===== src/rtl/redmule_mx_pkg.sv =====
// Shared definitions for the MX (MXFP8) conversion blocks.
//   - exponent biases of the FP16, FP8 E4M3 and E8M0 formats
//   - combined rebias offset used when expanding E4M3 + E8M0 to FP16
//   - FP16 special-value magnitudes (sign bit is prepended by the user)
//   - decoder FSM state encoding
package redmule_mx_pkg;

  localparam int unsigned FP16_BIAS = 15;
  localparam int unsigned FP8_BIAS  = 7;
  localparam int unsigned E8M0_BIAS = 127;

  // FP16 exponent = e8 + X - (FP8_BIAS + E8M0_BIAS - FP16_BIAS) = e8 + X - 119
  localparam int unsigned MX_EXP_OFFSET = FP8_BIAS + E8M0_BIAS - FP16_BIAS;

  // 15-bit magnitudes {exp[4:0], man[9:0]}
  localparam logic [14:0] FP16_NAN_MAG     = {5'h1F, 10'h200};
  localparam logic [14:0] FP16_INF_MAG     = {5'h1F, 10'h000};
  localparam logic [14:0] FP16_MAX_MAG     = {5'h1E, 10'h3FF};
  localparam logic [14:0] FP16_ZERO_MAG    = 15'h0000;

  typedef enum logic {
    IDLE = 1'b0,
    EMIT = 1'b1
  } dec_state_e;

endpackage


===== src/rtl/redmule_mx_fp8_to_fp16.sv =====
// Combinational converter: one E4M3 element scaled by an E8M0 shared
// exponent, producing one FP16 value. Subnormal inputs and results flush
// to signed zero; overflow saturates to the largest finite FP16 value.
// Ports:
//   elem_i        E4M3 element {s, e[3:0], m[2:0]}
//   shared_exp_i  E8M0 shared exponent (8'hFF encodes NaN)
//   fp16_o        FP16 result
module redmule_mx_fp8_to_fp16
  import redmule_mx_pkg::*;
(
  input  logic [7:0]  elem_i,
  input  logic [7:0]  shared_exp_i,
  output logic [15:0] fp16_o
);

  logic       sgn;
  logic [3:0] e8;
  logic [2:0] m8;
  logic [9:0] e16;

  assign sgn = elem_i[7];
  assign e8  = elem_i[6:3];
  assign m8  = elem_i[2:0];

  // 10 bits holds the full range -118..149 as two's complement
  assign e16 = {6'b0, e8} + {2'b0, shared_exp_i} - 10'(MX_EXP_OFFSET);

  always_comb begin
    fp16_o = {sgn, FP16_ZERO_MAG};
    if (shared_exp_i == 8'hFF) begin
      fp16_o = {sgn, FP16_NAN_MAG};
    end else if (e8 == 4'h0) begin
      fp16_o = {sgn, FP16_ZERO_MAG};
    end else if (e8 == 4'hF) begin
      fp16_o = (m8 == 3'b0) ? {sgn, FP16_INF_MAG} : {sgn, FP16_NAN_MAG};
    end else if ($signed(e16) <= 10'sd0) begin
      fp16_o = {sgn, FP16_ZERO_MAG};
    end else if ($signed(e16) >= 10'sd31) begin
      fp16_o = {sgn, FP16_MAX_MAG};
    end else begin
      fp16_o = {sgn, e16[4:0], m8, 7'b0};
    end
  end

endmodule


===== src/rtl/redmule_mx_decoder.sv =====
// MXFP8 block decoder: accepts one block of E4M3 elements together with its
// E8M0 shared exponent and replays it as NUM_GROUPS beats of NUM_LANES FP16
// values. Block and exponent are only taken together; no new block is taken
// while a block is being emitted.
// Ports:
//   clk_i, rst_i                      clock, async active-high reset
//   mx_val_valid_i/ready_o/data_i     element block, element i at [8i +: 8]
//   mx_exp_valid_i/ready_o/data_i     E8M0 shared exponent
//   fp16_valid_o/ready_i/data_o       FP16 beat, lane l at [BITW*l +: BITW]
//
// state | meaning
// ------+---------------------------------------------------------------
// IDLE  | waiting for element block and shared exponent to be valid together
// EMIT  | presenting group group_idx_q; advances on each downstream accept
module redmule_mx_decoder
  import redmule_mx_pkg::*;
#(
  parameter int unsigned DATA_W    = 256,
  parameter int unsigned BITW      = 16,
  parameter int unsigned NUM_LANES = 8
) (
  input  logic                      clk_i,
  input  logic                      rst_i,
  input  logic                      mx_val_valid_i,
  output logic                      mx_val_ready_o,
  input  logic [DATA_W-1:0]         mx_val_data_i,
  input  logic                      mx_exp_valid_i,
  output logic                      mx_exp_ready_o,
  input  logic [7:0]                mx_exp_data_i,
  output logic                      fp16_valid_o,
  input  logic                      fp16_ready_i,
  output logic [NUM_LANES*BITW-1:0] fp16_data_o
);

  localparam int unsigned NUM_ELEMS  = DATA_W / 8;
  localparam int unsigned NUM_GROUPS = NUM_ELEMS / NUM_LANES;
  localparam int unsigned GIDX_W     = (NUM_GROUPS > 1) ? $clog2(NUM_GROUPS) : 1;
  localparam int unsigned GRP_W      = NUM_LANES * 8;

  dec_state_e          state_q, state_d;
  logic [GIDX_W-1:0]   group_idx_q, group_idx_d;
  logic [DATA_W-1:0]   val_buf_q, val_buf_d;
  logic [7:0]          exp_q, exp_d;

  logic                accept;
  logic                last_group;
  logic [GRP_W-1:0]    grp_elems;

  assign accept     = (state_q == IDLE) && mx_val_valid_i && mx_exp_valid_i;
  assign last_group = (group_idx_q == GIDX_W'(NUM_GROUPS - 1));

  // state register
  always_ff @(posedge clk_i or posedge rst_i) begin
    if (rst_i) begin
      state_q     <= IDLE;
      group_idx_q <= '0;
      val_buf_q   <= '0;
      exp_q       <= '0;
    end else begin
      state_q     <= state_d;
      group_idx_q <= group_idx_d;
      val_buf_q   <= val_buf_d;
      exp_q       <= exp_d;
    end
  end

  // next-state
  always_comb begin
    state_d     = state_q;
    group_idx_d = group_idx_q;
    val_buf_d   = val_buf_q;
    exp_d       = exp_q;
    unique case (state_q)
      IDLE: begin
        if (accept) begin
          val_buf_d   = mx_val_data_i;
          exp_d       = mx_exp_data_i;
          group_idx_d = '0;
          state_d     = EMIT;
        end
      end
      EMIT: begin
        if (fp16_ready_i) begin
          if (last_group) begin
            group_idx_d = '0;
            state_d     = IDLE;
          end else begin
            group_idx_d = group_idx_q + 1'b1;
          end
        end
      end
      default: state_d = IDLE;
    endcase
  end

  // outputs
  always_comb begin
    mx_val_ready_o = accept;
    mx_exp_ready_o = accept;
    fp16_valid_o   = (state_q == EMIT);
  end

  // Data comes only from registered state, so it holds while stalled.
  always_comb begin
    grp_elems = '0;
    for (int g = 0; g < NUM_GROUPS; g++) begin
      if (group_idx_q == GIDX_W'(g)) grp_elems = val_buf_q[g*GRP_W +: GRP_W];
    end
  end

  for (genvar l = 0; l < NUM_LANES; l++) begin : g_lane
    redmule_mx_fp8_to_fp16 i_cvt (
      .elem_i      (grp_elems[8*l +: 8]),
      .shared_exp_i(exp_q),
      .fp16_o      (fp16_data_o[BITW*l +: BITW])
    );
  end

endmodule

===== config.mk =====
export PLATFORM = sky130hd
export DESIGN_NAME = redmule_mx_decoder
export DESIGN_NICKNAME = d
export VERILOG_FILES = /design/src/rtl/redmule_mx_pkg.sv /design/src/rtl/redmule_mx_fp8_to_fp16.sv /design/src/rtl/redmule_mx_decoder.sv
export SDC_FILE = /design/constraint.sdc
export NUM_CORES = 1
export LEC_CHECK = 0
export ABC_AREA = 1
export CORE_MARGIN = 5
export CORE_UTILIZATION = 30
export DETAILED_ROUTE_END_ITERATION = 16
export GPL_ROUTABILITY_DRIVEN = 0
export PLACE_DENSITY = 0.62
export REMOVE_ABC_BUFFERS = 1
export SLEW_MARGIN = 20
export SYNTH_ARGS = -nofsm -noshare
export SYNTH_HDL_FRONTEND = slang
export SYNTH_HIERARCHICAL = 1
export SYNTH_SLANG_ARGS = --single-unit

===== constraint.sdc =====
create_clock -name clk_i -period 27.9 [get_ports clk_i]
set_clock_uncertainty 0.2 [all_clocks]
set_input_delay 4.185 -clock clk_i [delete_from_list [all_inputs] [get_ports clk_i]]
set_output_delay 4.185 -clock clk_i [all_outputs]
set_load 0.01 [all_outputs]

Word-level counts from Yosys, hierarchy flattened:

Index checks and enable logic that the tools add are counted.

* bitwise operators: 1
* reduce and logical (&&, ||, !) cells: 21
* equal/unequal tests: 14
* magnitude comparators: 16
* add/sub/neg operators: 17
* mux-type cells: 60

Operator list (number)
* $mux W15: 40
* $mux W64: 4
* $ge A10 B6 Y1 const B: 8
* $le A10 B1 Y1 const B: 8
* $mux W10: 8
* $sub A10 B7 Y10 const B: 8
* $add A4 B8 Y9: 8
* $eq A4 B4 Y1 const B: 8
* $logic_not A4 Y1: 8
* $logic_not A3 Y1: 8
* $eq A8 B8 Y1 const B: 1
* $mux W2: 3
* $eq A2 B2 Y1 const B: 2
* $ne A2 B2 Y1 const B: 2
* $pmux W2 S2: 1
* $reduce_and A2 Y1: 2
* $mux W1: 3
* $add A2 B1 Y2 const B: 1
* $eq A2 B1 Y1 const B: 1
* $logic_and A1 B1 Y1: 2
* $logic_not A2 Y1: 1
* $pmux W1 S2: 1
* $not A1 Y1: 1

* input port bits: 269
* bits in registers: 267

Logic depth before layout (Yosys ltp):

* word-level depth: 13
* gate-level depth with buffers: 26
* gate-level depth less buffers: 25

Modules after synthesis:

Netlist, hierarchy kept.

Modules (own cells, without submodules)
* redmule_mx_decoder: cells each 1634, area an instance 12420.7 um^2, instances 1
* redmule_mx_fp8_to_fp16 (g_lane[0].i_cvt ...): cells each 123, area an instance 704.4 um^2, instances 5
* redmule_mx_fp8_to_fp16 (g_lane[5].i_cvt ...): cells each 128, area an instance 733.2 um^2, instances 3

Least setup slack after synthesis:

OpenSTA, ideal clock, no wires.

* path kind: input to output
* start: input mx_exp_valid_i
* end: output mx_val_ready_o
* arrival: 4.793 ns
* buffers on the path: 3
* path slack: 18.722 ns
* stages: 5
* cell sequence: nand3_2 inv_2 buf_6 buf_4 buf_4

* longest elaborated chain between the ends: 1

RTL lines
* start: declaration: line redmule_mx_decoder.sv:27 `input logic mx_exp_valid_i,`
* $logic_and A1 B1 Y1: line redmule_mx_decoder.sv:49 `assign accept = (state_q == IDLE) && mx_val_valid_i && mx_exp_valid_i;`
* end: declaration: line redmule_mx_decoder.sv:25 `output logic mx_val_ready_o,`

Every way passes these cells.

Worst setup path in the final report:

* start: input mx_val_valid_i
* end: output mx_exp_ready_o

* longest elaborated chain between the ends: 2

RTL lines
* start: declaration: line redmule_mx_decoder.sv:24 `input logic mx_val_valid_i,`
* $logic_and A1 B1 Y1 (2 in series): line redmule_mx_decoder.sv:49
* end: declaration: line redmule_mx_decoder.sv:28 `output logic mx_exp_ready_o,`

Every way passes these cells.

==> flow_metrics.py <==
metrics = {
    "yosys": {
        "synth_edf_count": 0,
        "yosysTopAreaCell": "dfrtp_1",
        "synth_most_common_cell": "nand2_1",
        "ys_top_cells_by_count": "1207 x nand2_1, 268 x inv_1, 267 x dfrtp_1",
        "ys_seq_area_share_pct": 36.8,
        "ys_seq_elements": 267,
        "yosysTopAreaCellShare_pct": 36.8,
        "ys.flop_type": "dfrtp_1",
        "synth_cell_type_count": 31,
        "yosys_warnings": 6,
        "syn_inst": 2633,
        "syn_area_um2": 18100,
        "syn_area_per_cell_um2": 6.89,
        "synthArstFlopShare_pct": 100,
        "netlist_top_cells_area": "dfrtp_1 37%, nand2_1 25%, inv_1 5.5%",
    },
    "floorplanning": {
        "fp-row-count": 90,
        "start_util_pct": 30.2,
        "io-pin-count": 400,
        "core_um2": 60100,
        "die_w_um": 256,
        "dieArea_um2": 65500,
        "chipHeight_um": 256,
    },
    "pwr": {
        "power_frac_seq_pct": 19.1,
        "irDropWorstVdd_mv": 0.0699,
        "pwr-share-comb_pct": 68.5,
        "power_frac_clock_pct": 12.3,
        "power_density_nw_per_um2": 156,
        "swShare_pct": 48.2,
        "switchingPower_w": 0.00176,
        "p_int_w": 0.00189,
        "total_power_w": 0.00365,
        "power.leakage_nw": 12.1,
    },
    "timing": {
        "setup_viol": 0,
        "finalMaxSlewViolations": 0,
        "fmax_ghz": 0.0902,
        "slew_headroom_pct": 40.9,
        "final.min_clock_period_ps": 11080,
        "hold_violations": 0,
        "finalCritPeriodShare_pct": 39.7,
        "worst_slack_ps": 16820,
        "worstMarginPinSlew_ps": 886,
        "rsz0062_at_grt": "false",
        "tns_ps": 0,
    },
    "grt": {
        "grt_pass1_wl_mm": 89.1,
        "grt_use_total_pct": 16.4,
        "grt_start_max_net_pins": 112,
        "antenna_found_initial": 1,
        "grt-ovfl-total": 0,
        "grt_pass1_vias": 16600,
    },
    "cells_and_area": {
        "post-route-util_pct": 38.9,
        "nNetsFinal": 3278,
        "drive_gt1_share_pct": 7.63,
        "synthToLayoutAreaGrowth_pct": 29.1,
        "nFillCells": 6341,
    },
    "setup_path": {
        "worstPathArrival_ps": 6700,
        "r2r_slack_ps": 24130,
        "crit_top_cell": "clkdlybuf4s50_1",
        "max_stage_delay_ps": 720,
        "critPathLaunchType": "input port",
        "cp_top_family": "buffers and inverters",
        "crit_path_end_kind": "primary output",
        "path_class": "input port to primary output",
        "path_max_fanout": 111,
        "cp_cell_sequence": "clkdlybuf4s50_1 -> nand3_4 -> inv_8 -> clkdlybuf4s50_1",
        "worstPathRequired_ps": 23520,
        "path_buf_inv": 3,
        "cp_slowest_cell": "inv_8",
    },
    "job": {
        "drv_cap": 0,
    },
    "clock_network": {
        "cts_hold_buf": 0,
        "cts.sinks": 267,
        "cts_resized": 0,
        "cts_tree": "built",
        "cts_inserted_buffers": 35,
        "clk_pin_slew_ps": 60,
        "cts-root-buf": "clkbuf_16",
        "post_cts_buffers": 0,
        "clk_path_buf_depth": 3,
        "clkLatencyLatePin_ps": 530,
        "htreeDepth": 2,
    },
    "route": {
        "drt_wl_total_mm": 55.5,
        "initialDrtViolationCount": 926,
        "drt_first_pass_iters": 6,
        "ant_nets": 0,
        "vias": 17000,
        "vias_per_cell": 4.54,
        "wire_per_inst_um": 14.9,
        "drc": 0,
    },
    "placement": {
        "hpwl_mm": 38.8,
        "post-place-ws_ps": 16780,
        "io_buffers": 399,
    },
    "worst_hold_path": {
        "hold_class": "flop to flop",
    },
    "status": {
        "status": "finished clean",
    },
}
[flip-flops by register name (all words and copies together), names as in the netlist]
| register | count |
|---|---|
| val_buf_q | 256 |
| exp_q | 8 |
| group_idx_q | 2 |
| fp16_valid_o | 1 |
[power groups by stage]
stage / clock (W) / sequential, W / combinational (W)
finish: 0.000450 / 0.000697 / 0.00250
global route: 0.000480 / 0.000721 / 0.00283
CTS: 0.000464 / 0.000697 / 0.00253
detailed placement: 0 / 0.000702 / 0.00251
global placement: 0 / 0.000698 / 0.00249
floorplan: 0 / 0.000659 / 0.00162
[worst register-to-register path, cell delays in order, from the launching register on]
cell and delay, ps:
dfrtp_1 410, inv_2 80, nand3_4 510, inv_8 750, buf_4 770, buf_4 690
nand2_1 210, nand2_1 90
[per-stage QoR]
stage | instance area, µm² | cells | hold WS, ps
after floorplan | 17100 | 2470 | 249
after global placement | 22300 | 3670 | 262
after detailed placement | 22300 | 3670 | 265
after CTS | 23400 | 3732 | 279
after global routing | 23400 | 3733 | 288
final | 23400 | 3733 | 274
[kinds of logic (layout without fill, tap and decap cells)]
group | Yosys count | after routing | synth area share, %
fa+ha+maj | 84 | 84 | 6.12
buf+inv | 456 | 773 | 11.9
flops | 267 | 267 | 36.8
other cells | 0 | 1 | 0
compound gates | 273 | 273 | 7.86
xor+xnor | 8 | 8 | 0.386
simple gates | 1545 | 1545 | 36.9
[routing by layer]
metal | track usage, % | wire length [µm] | share of wire, %
met3 | 3.75 | 3150 | 5.7
met1 | 21.6 | 25100 | 45
met2 | 27.8 | 26100 | 47
met4 | 3.73 | 1100 | 2.0
met5 | 0 | 0 | 0
[layout by cell type, fill, tap and decap left out, types with 10 or more instances in the layout]
master and instances:
o21ai_0 12, nand2_2 49, o21ai_1 96, a21oi_1 149, nand3_2 22, buf_4 19, ha_1 72, dfrtp_1 263
inv_1 267, inv_2 20, clkdlybuf4s50_1 399, nand4_1 32, nor2_1 40, nor4_1 13, nand2_1 1207, nand2_4 16
clkinv_2 10, clkbuf_16 37, nand3_1 128
[path summary, 6_finish.rpt]
path                                  end           start  cells past startpoint
setup / recovery           mx_exp_ready_o  mx_val_valid_i                      4
hold / removal             val_buf_q[200]  val_buf_q[200]                      2
setup reg to reg           val_buf_q[107]    fp16_valid_o                      7
hold reg to reg            val_buf_q[200]  val_buf_q[200]                      2
max in group asynchronous        exp_q[5]           rst_i                      4
min in group asynchronous  val_buf_q[183]           rst_i                      2
[area by class of cell]
cell class,instances,area (µm²),area share (%)
inverters,293,1120,4.77
diodes,1,2.50,0.0107
well taps,782,978,4.18
clock buffers,49,1020,4.36
repair buffers,418,4140,17.7
multi-input cells,1910,9360,39.9
flip-flops and latches,267,6690,28.6
clock inverters,13,121,0.518
Note: power is estimated with default switching activity, not from simulation.
